### src/rtl/uart_boot_loader_if.sv
// rtl/uart_boot_loader_if.sv - RAM write port driven by the boot loader
interface uart_boot_loader_if;
    logic [31:0] mem_addr;
    logic [31:0] mem_data;
    logic        mem_we;

    modport master (output mem_addr, output mem_data, output mem_we);
    modport slave  (input  mem_addr, input  mem_data, input  mem_we);
endinterface

### src/rtl/uart_boot_loader.sv
// rtl/uart_boot_loader.sv - 8N1 UART receiver and frame parser that loads a program image into RAM
// Frame: A5, N lo, N hi, then N little-endian words written from BASE_ADDR upward.
module uart_boot_loader #(
    parameter int          CLKS_PER_BIT = 434,
    parameter logic [31:0] BASE_ADDR    = 32'h0
) (
    input  logic                       clk,
    input  logic                       rst_n,
    input  logic                       rx,
    uart_boot_loader_if.master         mem,
    output logic                       core_run,
    output logic                       busy,
    output logic                       frame_err
);
    localparam int CW = (CLKS_PER_BIT > 1) ? $clog2(CLKS_PER_BIT) : 1;
    localparam logic [CW-1:0] HALF_M1 = CW'(CLKS_PER_BIT / 2 - 1);
    localparam logic [CW-1:0] FULL_M1 = CW'(CLKS_PER_BIT - 1);

    localparam logic [1:0] RX_IDLE  = 2'd0;
    localparam logic [1:0] RX_START = 2'd1;
    localparam logic [1:0] RX_DATA  = 2'd2;
    localparam logic [1:0] RX_STOP  = 2'd3;

    localparam logic [2:0] P_SYNC   = 3'd0;
    localparam logic [2:0] P_LEN_LO = 3'd1;
    localparam logic [2:0] P_LEN_HI = 3'd2;
    localparam logic [2:0] P_DATA   = 3'd3;
    localparam logic [2:0] P_DONE   = 3'd4;

    logic          rx_meta, rx_sync;
    logic [1:0]    rx_state;
    logic [CW-1:0] cnt;
    logic [2:0]    bit_idx;
    logic [7:0]    shreg;
    logic          byte_valid;

    logic [2:0]    p_state;
    logic [15:0]   n_words;
    logic [15:0]   idx;
    logic [15:0]   idx_next;
    logic [1:0]    bcnt;
    logic [23:0]   word;

    assign idx_next = idx + 16'd1;

    always_ff @(posedge clk or negedge rst_n) begin
        if (!rst_n) begin
            rx_meta    <= 1'b1;
            rx_sync    <= 1'b1;
            rx_state   <= RX_IDLE;
            cnt        <= '0;
            bit_idx    <= 3'd0;
            shreg      <= 8'd0;
            byte_valid <= 1'b0;
            frame_err  <= 1'b0;
        end else begin
            rx_meta    <= rx;
            rx_sync    <= rx_meta;
            byte_valid <= 1'b0;
            frame_err  <= 1'b0;
            case (rx_state)
                RX_IDLE: begin
                    cnt <= '0;
                    if (!rx_sync) rx_state <= RX_START;
                end
                RX_START: begin
                    if (cnt == HALF_M1) begin
                        cnt      <= '0;
                        bit_idx  <= 3'd0;
                        rx_state <= rx_sync ? RX_IDLE : RX_DATA;
                    end else begin
                        cnt <= cnt + 1'b1;
                    end
                end
                RX_DATA: begin
                    if (cnt == FULL_M1) begin
                        cnt   <= '0;
                        shreg <= {rx_sync, shreg[7:1]};
                        if (bit_idx == 3'd7) rx_state <= RX_STOP;
                        else bit_idx <= bit_idx + 3'd1;
                    end else begin
                        cnt <= cnt + 1'b1;
                    end
                end
                default: begin
                    // Returning to idle at the stop mid-sample lets a back-to-back start bit be caught.
                    if (cnt == FULL_M1) begin
                        cnt      <= '0;
                        rx_state <= RX_IDLE;
                        if (rx_sync) byte_valid <= 1'b1;
                        else frame_err <= 1'b1;
                    end else begin
                        cnt <= cnt + 1'b1;
                    end
                end
            endcase
        end
    end

    always_ff @(posedge clk or negedge rst_n) begin
        if (!rst_n) begin
            p_state      <= P_SYNC;
            n_words      <= 16'd0;
            idx          <= 16'd0;
            bcnt         <= 2'd0;
            word         <= 24'd0;
            mem.mem_addr <= BASE_ADDR;
            mem.mem_data <= 32'd0;
            mem.mem_we   <= 1'b0;
            core_run     <= 1'b0;
            busy         <= 1'b0;
        end else begin
            mem.mem_we <= 1'b0;
            if (frame_err) begin
                p_state  <= P_SYNC;
                core_run <= 1'b0;
                busy     <= 1'b0;
            end else begin
                case (p_state)
                    P_SYNC: if (byte_valid && shreg == 8'hA5) begin
                        core_run <= 1'b0;
                        busy     <= 1'b1;
                        p_state  <= P_LEN_LO;
                    end
                    P_LEN_LO: if (byte_valid) begin
                        n_words[7:0] <= shreg;
                        p_state      <= P_LEN_HI;
                    end
                    P_LEN_HI: if (byte_valid) begin
                        n_words[15:8] <= shreg;
                        idx           <= 16'd0;
                        bcnt          <= 2'd0;
                        if ({shreg, n_words[7:0]} == 16'd0) begin
                            core_run <= 1'b1;
                            busy     <= 1'b0;
                            p_state  <= P_SYNC;
                        end else begin
                            p_state <= P_DATA;
                        end
                    end
                    P_DATA: if (byte_valid) begin
                        word <= {shreg, word[23:8]};
                        bcnt <= bcnt + 2'd1;
                        if (bcnt == 2'd3) begin
                            mem.mem_data <= {shreg, word};
                            mem.mem_addr <= BASE_ADDR + {16'h0, idx};
                            mem.mem_we   <= 1'b1;
                            idx          <= idx_next;
                            if (idx_next == n_words) p_state <= P_DONE;
                        end
                    end
                    P_DONE: begin
                        // Sits one cycle behind the final write so core_run follows mem_we.
                        core_run <= 1'b1;
                        busy     <= 1'b0;
                        p_state  <= P_SYNC;
                    end
                    default: p_state <= P_SYNC;
                endcase
            end
        end
    end
endmodule

### src/flat_wrapper.sv
// flat-port wrapper written by rule: the top's interface ports become plain ports
module uart_boot_loader_flat 
#(
    parameter int          CLKS_PER_BIT = 434,
    parameter logic [31:0] BASE_ADDR    = 32'h0
)
  (clk, rst_n, rx, core_run, busy, frame_err, mem_mem_addr, mem_mem_data, mem_mem_we);
  uart_boot_loader_if mem_i ();
  input  logic clk;
  input  logic rst_n;
  input  logic rx;
  output logic core_run;
  output logic busy;
  output logic frame_err;
  output wire logic [$bits(mem_i.mem_addr)-1:0] mem_mem_addr;
  output wire logic [$bits(mem_i.mem_data)-1:0] mem_mem_data;
  output wire logic [$bits(mem_i.mem_we)-1:0] mem_mem_we;
  assign mem_mem_addr = mem_i.mem_addr;
  assign mem_mem_data = mem_i.mem_data;
  assign mem_mem_we = mem_i.mem_we;
  uart_boot_loader #(.CLKS_PER_BIT(CLKS_PER_BIT), .BASE_ADDR(BASE_ADDR)) u_core (.clk(clk), .rst_n(rst_n), .rx(rx), .mem(mem_i), .core_run(core_run), .busy(busy), .frame_err(frame_err));
endmodule
### config.mk
export PLATFORM = sky130hd
export DESIGN_NAME = uart_boot_loader_flat
export DESIGN_NICKNAME = d
export VERILOG_FILES = /design/src/rtl/uart_boot_loader_if.sv /design/src/rtl/uart_boot_loader.sv /design/src/flat_wrapper.sv
export SDC_FILE = /design/constraint.sdc
export NUM_CORES = 1
export LEC_CHECK = 0
export ABC_AREA = 1
export CORE_MARGIN = 4
export CORE_UTILIZATION = 29
export CTS_BUF_LIST = sky130_fd_sc_hd__clkbuf_4 sky130_fd_sc_hd__clkbuf_8
export CTS_CLUSTER_SIZE = 24
export DETAILED_ROUTE_END_ITERATION = 8
export PLACE_DENSITY = 0.58
export SLEW_MARGIN = 20
export SYNTH_ARGS = -nofsm -noshare
export SYNTH_HDL_FRONTEND = slang
export SYNTH_SLANG_ARGS = --single-unit
### constraint.sdc
create_clock -name clk -period 1.75 [get_ports clk]
set_clock_uncertainty 0.2 [all_clocks]
set_input_delay 0.35 -clock clk [delete_from_list [all_inputs] [get_ports clk]]
set_output_delay 0.35 -clock clk [all_outputs]
set_load 0.01 [all_outputs]
## Yosys cells after proc, flatten, opt, wreduce, memory -nomap -nowiden

Index checks and enable logic that the tools add are counted.
Widths: inputs -> output; s select.

- Eq/ne operators: 27
- Muxes and demuxes: 50
- Add/sub/neg operators: 4
- Bitwise logic cells: 1
- Reductions and logical operators: 20

Operators by type and width:

| kind | number |
|---|---|
| $mux 16 | 3 |
| $pmux 16 s2 | 1 |
| $mux 3 | 10 |
| $ne 3x1->1 const B | 7 |
| $mux 1 | 18 |
| $mux 2 | 9 |
| $mux 9 | 2 |
| $pmux 9 s2 | 1 |
| $add 16x1->16 const B | 1 |
| $eq 16x16->1 | 1 |
| $logic_not 16->1 | 1 |
| $reduce_and 4->1 | 4 |
| $ne 2x1->1 const B | 6 |
| $pmux 3 s4 | 1 |
| $reduce_and 5->1 | 2 |
| $add 9x1->9 const B | 1 |
| $eq 9x8->1 const B | 1 |
| $eq 9x9->1 const B | 1 |
| $reduce_and 3->1 | 3 |
| $eq 8x8->1 const B | 1 |
| $eq 3x2->1 const B | 2 |
| $eq 3x3->1 const B | 2 |
| $pmux 1 s3 | 2 |
| $pmux 2 s3 | 1 |
| 18 further kinds | 21 |

- Bits of input ports: 3
- Flip-flop bits (word level): 138
- Logic and storage cells: 121
- Output and inout bits: 68

## Depth between registers and ports, before layout

- Depth after elaboration: 7
- Mapped depth: 15
- Depth with buffers taken out: 15

## Worst setup path before layout

OpenSTA, ideal clock, no wires.

- Kind: reg-to-reg
- Start: register u_core.idx[0]
- End: register u_core.p_state[0]
- Buffers on the path: 0
- Arrival time: 1549 ps
- Data required time: 1433 ps
- Cell stages (with the launch flop): 13
- Slack: -115 ps
- Period minus slack after synthesis: 1865 ps
- Cell sequence: dfrtp_1 > ha_1 > nand2_2 > nor2_4 > nand2_1 > nand2_1 > nand3_1 > nand2_1 > nand2_1 > nor3_2 > nand3_2 > nand3_1 > nand2_1

- Word-level cells in the longest chain between the ends: 4

Ends and longest elaborated chain:

| element | RTL line | source |
|---|---|---|
| start: declaration | uart_boot_loader.sv:39 | `logic [15:0] idx;` |
| start signal: assignment | uart_boot_loader.sv:148 | `idx <= idx_next;` |
| $add 16x1->16 | uart_boot_loader.sv:44 | `assign idx_next = idx + 16'd1;` |
| $eq 16x16->1 | uart_boot_loader.sv:149 | `if (idx_next == n_words) p_state <= P_DONE;` |
| $ne 3x1->1 (no line) | n/a |  |
| $reduce_and 6->1 (no line) | n/a |  |
| end signal: assignment | uart_boot_loader.sv:149 |  |
| end signal: assignment | uart_boot_loader.sv:156 | `p_state <= P_SYNC;` |
| end signal: assignment | uart_boot_loader.sv:158 | `default: p_state <= P_SYNC;` |
| end: declaration | uart_boot_loader.sv:37 | `logic [2:0] p_state;` |

Every way passes these cells.
A chain may end at the register's enable or synchronous reset.

## Worst setup path after layout

- Start: register u_core.idx[0]
- End: register u_core.p_state[1]

Same word-level chain as after synthesis.

==> flow_summary.rst <==
.. list-table::
   :header-rows: 1

   * - Metric
     - Value
   * - Outcome
     - finished with violations
   * - Violations in the final reports
     - negative setup slack
   * - Pwr Density
     - 604 nW/um^2
   * - Sequential element share of the synthesized area
     - about 54%
   * - Total congestion overflow after global routing
     - 0
   * - Power share of the clock group
     - between 40% and 50%
   * - EDFF count, synth
     - 0
   * - Proportion of register bits with asynchronous set or reset after synthesis
     - 100%
   * - Number of standard cells in the layout, taps in and fillers out
     - 1,242
   * - Arrival time at the worst endpoint
     - about 2300 ps
   * - Beginning of the worst hold path
     - rx
   * - Crit-path cells
     - ha_4 > nand2_4 > nor2_4 > nand3_2 > nand2_1 > nand2_1 > nand2_1 > nand2_1 > nor2_1 > nand2_1 > inv_1 > nand3_2 > nand2_2 > nand2_1 > nand2_1
   * - Count of placed standard cells including taps
     - 1,169
   * - Share of the core filled with cells
     - between 40% and 50%
   * - CTS H-tree depth
     - 4
   * - Seq cells post-synth
     - around 140
   * - DRT Pass-1 Iters
     - 5
   * - Peak VDD IR
     - ~0.60 mV
   * - Maximum single-stage delay on the critical path
     - around 420 ps
   * - Root buffer cell
     - clkbuf_8
   * - List of most frequent post-synthesis cells
     - nand2_1, dfrtp_1, o21ai_0
   * - Final cell area excluding filler cells
     - approximately 9600 sq um
   * - Worst-path fanout max
     - 8
   * - Maximum number of pins on one net before global-route repair
     - a little under 50
   * - Die area
     - between 20,000 and 25,000 sq um
   * - Cell-internal power
     - around 4.4 mW
   * - Switching share of power
     - about 24%
   * - Clk buf depth
     - 2
   * - Half-perimeter wire length after placement
     - between 10,000 and 15,000 um
   * - Die width
     - between 150 and 200 um
   * - Worst r2r dst
     - u_core.p_state[1]
   * - Antenna violations before repair
     - 0
   * - DRC viols
     - 0
   * - Aggregate global-route resource usage
     - 13.1%
   * - Ratio of routed vias to standard cells
     - ~4.6
   * - Area post-placement
     - 7960 sq um
   * - Sequential share of power
     - between 50 and 60%
   * - Share of cells above drive strength 1
     - between 30% and 40%
   * - Max-Cap Viols
     - 0
   * - Area of the core region
     - roughly 21,000 sq um
   * - Ant diodes
     - 0
   * - Distinct cells, synth
     - 34
   * - Placer Congestion
     - between 0.8 and 0.9
   * - Pre-CTS setup slack
     - -330 ps
   * - DRT Wirelength
     - roughly 18,000 um
   * - Cell repeated most along the worst path
     - nand2_1
   * - R2R cell count
     - 15
   * - Overall die height
     - ~160 um
   * - Clock tree from TritonCTS
     - done
   * - Worst setup SP type
     - flip-flop
   * - Kind of path behind the tightest hold check
     - in2reg
   * - Vias in the first global route
     - 5,079
   * - YS warnings
     - 0
   * - Initial standard-cell utilization of the core
     - ~30%
   * - Worst min-delay path endpoint
     - u_core.rx_meta
   * - Count of clock tree sinks
     - between 100 and 150
   * - I/O pin cnt
     - 71
   * - Clock slew seen by the registers of the worst setup and hold paths
     - around 80 ps
   * - Remaining number of nets flagged by the antenna check after routing
     - 0
   * - Routed length per placed instance
     - ~15 um
   * - Mean instance size in the synthesized netlist
     - between 8 and 9 sq um
   * - Net count reported at finish
     - a little under 1,000
   * - Launching point of the worst reg2reg path
     - u_core.idx[0]
   * - Top achievable clock speed
     - approximately 480 MHz
   * - Fin. Hold Viols
     - 0
   * - Cell area after synthesis
     - around 6400 sq um
   * - Global-route wire length before repair
     - between 20,000 and 30,000 um
   * - Number of rows in the core area
     - 53
   * - Iteration-0 DRC count of the detailed router
     - 330
   * - Final setup fails
     - slightly above 90
   * - Total net switching power
     - around 1.4 mW
   * - Area share of the largest cell type after synthesis
     - a little over half
   * - Total number of vias
     - approximately 5,700
   * - Hold-critical path depth
     - 1
   * - Area growth syn-to-layout
     - 51.8%
   * - Share of the clock period used by the worst path after layout
     - 120%
   * - Min setup slack post-route
     - -352 ps
   * - FF-to-FF setup slack
     - -350 ps
   * - Number of max-slew violations in the final report
     - 0
   * - Setup CP Type
     - reg2reg
   * - Largest cells by area after synthesis
     - dfrtp_1, nand2_1, o21ai_0, inv_1, nand3_1
   * - Inserted Clock Buffers
     - 17
   * - RSZ-0062 raised after global routing
     - yes
   * - Synthesized instance count
     - roughly 760
   * - Critical path data required time
     - 1930 ps
   * - Port Buffers
     - 54
   * - Critical path capture point type
     - flip-flop
   * - Most area-hungry cell type in the Yosys netlist
     - dfrtp_1
   * - Max stage delay cell, worst path
     - dfrtp_2
   * - Part of the total power dissipated in combinational logic
     - 1.9%
   * - Skew-Pair Late Insertion Delay
     - 440 ps
   * - Count of filler cells inserted in the layout
     - just over 2,000
   * - Clock period minus worst slack
     - 2100 ps
   * - Most frequently used cell type in the post-synthesis netlist
     - nand2_1
   * - Overall power of the completed layout
     - between 5 and 6 mW
   * - Standby leakage power
     - between 4 and 5 nW
   * - Top FF cell, synth
     - dfrtp_1
## metrics by stage
| stage | setup TNS, ps | hold slack (ps) |
|---|---|---|
| global route | -16270 | 93.0 |
| detailed placement | -1760 | 106 |
| floorplan | -285 | -146 |
| CTS | -1080 | 89.8 |
| global placement | -1560 | 108 |
| finish | -8740 | 112 |
## worst max-delay path by stage
stage | from | endpoint | slack [ps] | cells after the start
2_1_floorplan | u_core.idx[0] | u_core.p_state[0] | -100 | 14
3_3_place_gp | u_core.idx[0] | u_core.p_state[0] | -280 | 15
3_5_place_dp | u_core.idx[0] | u_core.p_state[0] | -330 | 15
4_1_cts | u_core.idx[0] | u_core.p_state[1] | -320 | 15
5_1_grt | u_core.idx[0] | u_core.p_state[0] | -510 | 15
6_report | u_core.idx[0] | u_core.p_state[1] | -350 | 15
## critical path: cells and delay by family, from the launching register on
kind	cells	cell delay [ps]
fa+ha+maj	1	160
buf+inv	1	70
flops	1	420
simple gates	13	1170
## registers in the layout (all words and copies together) (netlist names), 2 cells and up
signal / count
u_core.idx: 16
u_core.word: 24
u_core.bcnt: 2
u_core.n_words: 16
u_core.cnt: 9
u_core.mem.mem_data: 32
u_core.shreg: 8
u_core.mem.mem_addr: 16
u_core.bit_idx: 3
u_core.p_state: 3
u_core.rx_state: 2
## cells by family after synthesis
logic type	share of synthesized area, %
simple gates	23.4
compound gates	11.4
flops	54.4
buf+inv	9.29
fa+ha+maj	1.38
xor+xnor	0.138
other cells	0.0590
## what timing repair did
action                                 CTS  global route
setup endpoints to repair               87            96
resized for setup                       64           319
pin swaps                                3            27
cloned                                   0            22
setup buffers                            4            17
endpoints found under the hold margin  132             0
hold buffers                             1             0
## routing by layer
layer / routed length [um] / part of all wire [%] / global-route usage, % / up-vias
met4: 203 / 1.1 / 3.17 / 0
met1: 8280 / 45 / 18.3 / 2704
met5: 0 / 0 / 0 / -
li1: - / - / - / 2843
met3: 841 / 4.6 / 3.61 / 18
met2: 9080 / 49 / 20.2 / 107
## cells in the final DEF, fill, tap and decap left out, drive strengths merged
cell	n
o21a	2
a31oi	1
clkinv	6
bufinv	1
clkdlybuf4s50	1
dlygate4sd2	22
a211oi	1
nand4	11
or2	1
dfrtp	136
inv	107
dfstp	2
clkinvlp	2
nand3	48
o21ai	114
nor2	47
conb	16
nand2	214
nand3b	7
o22ai	11
nor3	7
xor2	1
a21oi	8
dlygate4sd3	1
ha	7
o31ai	1
clkdlybuf4s15	29
nor4	4
nor3b	1
clkbuf	32
a21boi	1
buf	125
## power groups by stage
stage	Combinational [mW]	Sequential (mW)	Clock, mW
2_1_floorplan	0.0425	3.26	0
3_3_place_gp	0.113	3.26	0
3_5_place_dp	0.114	3.25	0
4_1_cts	0.116	3.19	2.58
5_1_grt	0.130	3.19	2.75
6_report	0.110	3.19	2.53
## area by class of cell
| cell class | instances | area, sq um | area share, % |
|---|---|---|---|
| Tap cell | 275 | 344 | 3.57 |
| Sequential cell | 138 | 3460 | 35.9 |
| Clock buffer | 20 | 263 | 2.73 |
| Clock inverter | 12 | 115 | 1.19 |
| Timing Repair Buffer | 190 | 1980 | 20.6 |
| Multi-Input combinational cell | 503 | 3040 | 31.6 |
| Inverter | 101 | 394 | 4.09 |
| Timing Repair inverter | 3 | 33.8 | 0.350 |
Power figures use the tool's default switching activity.
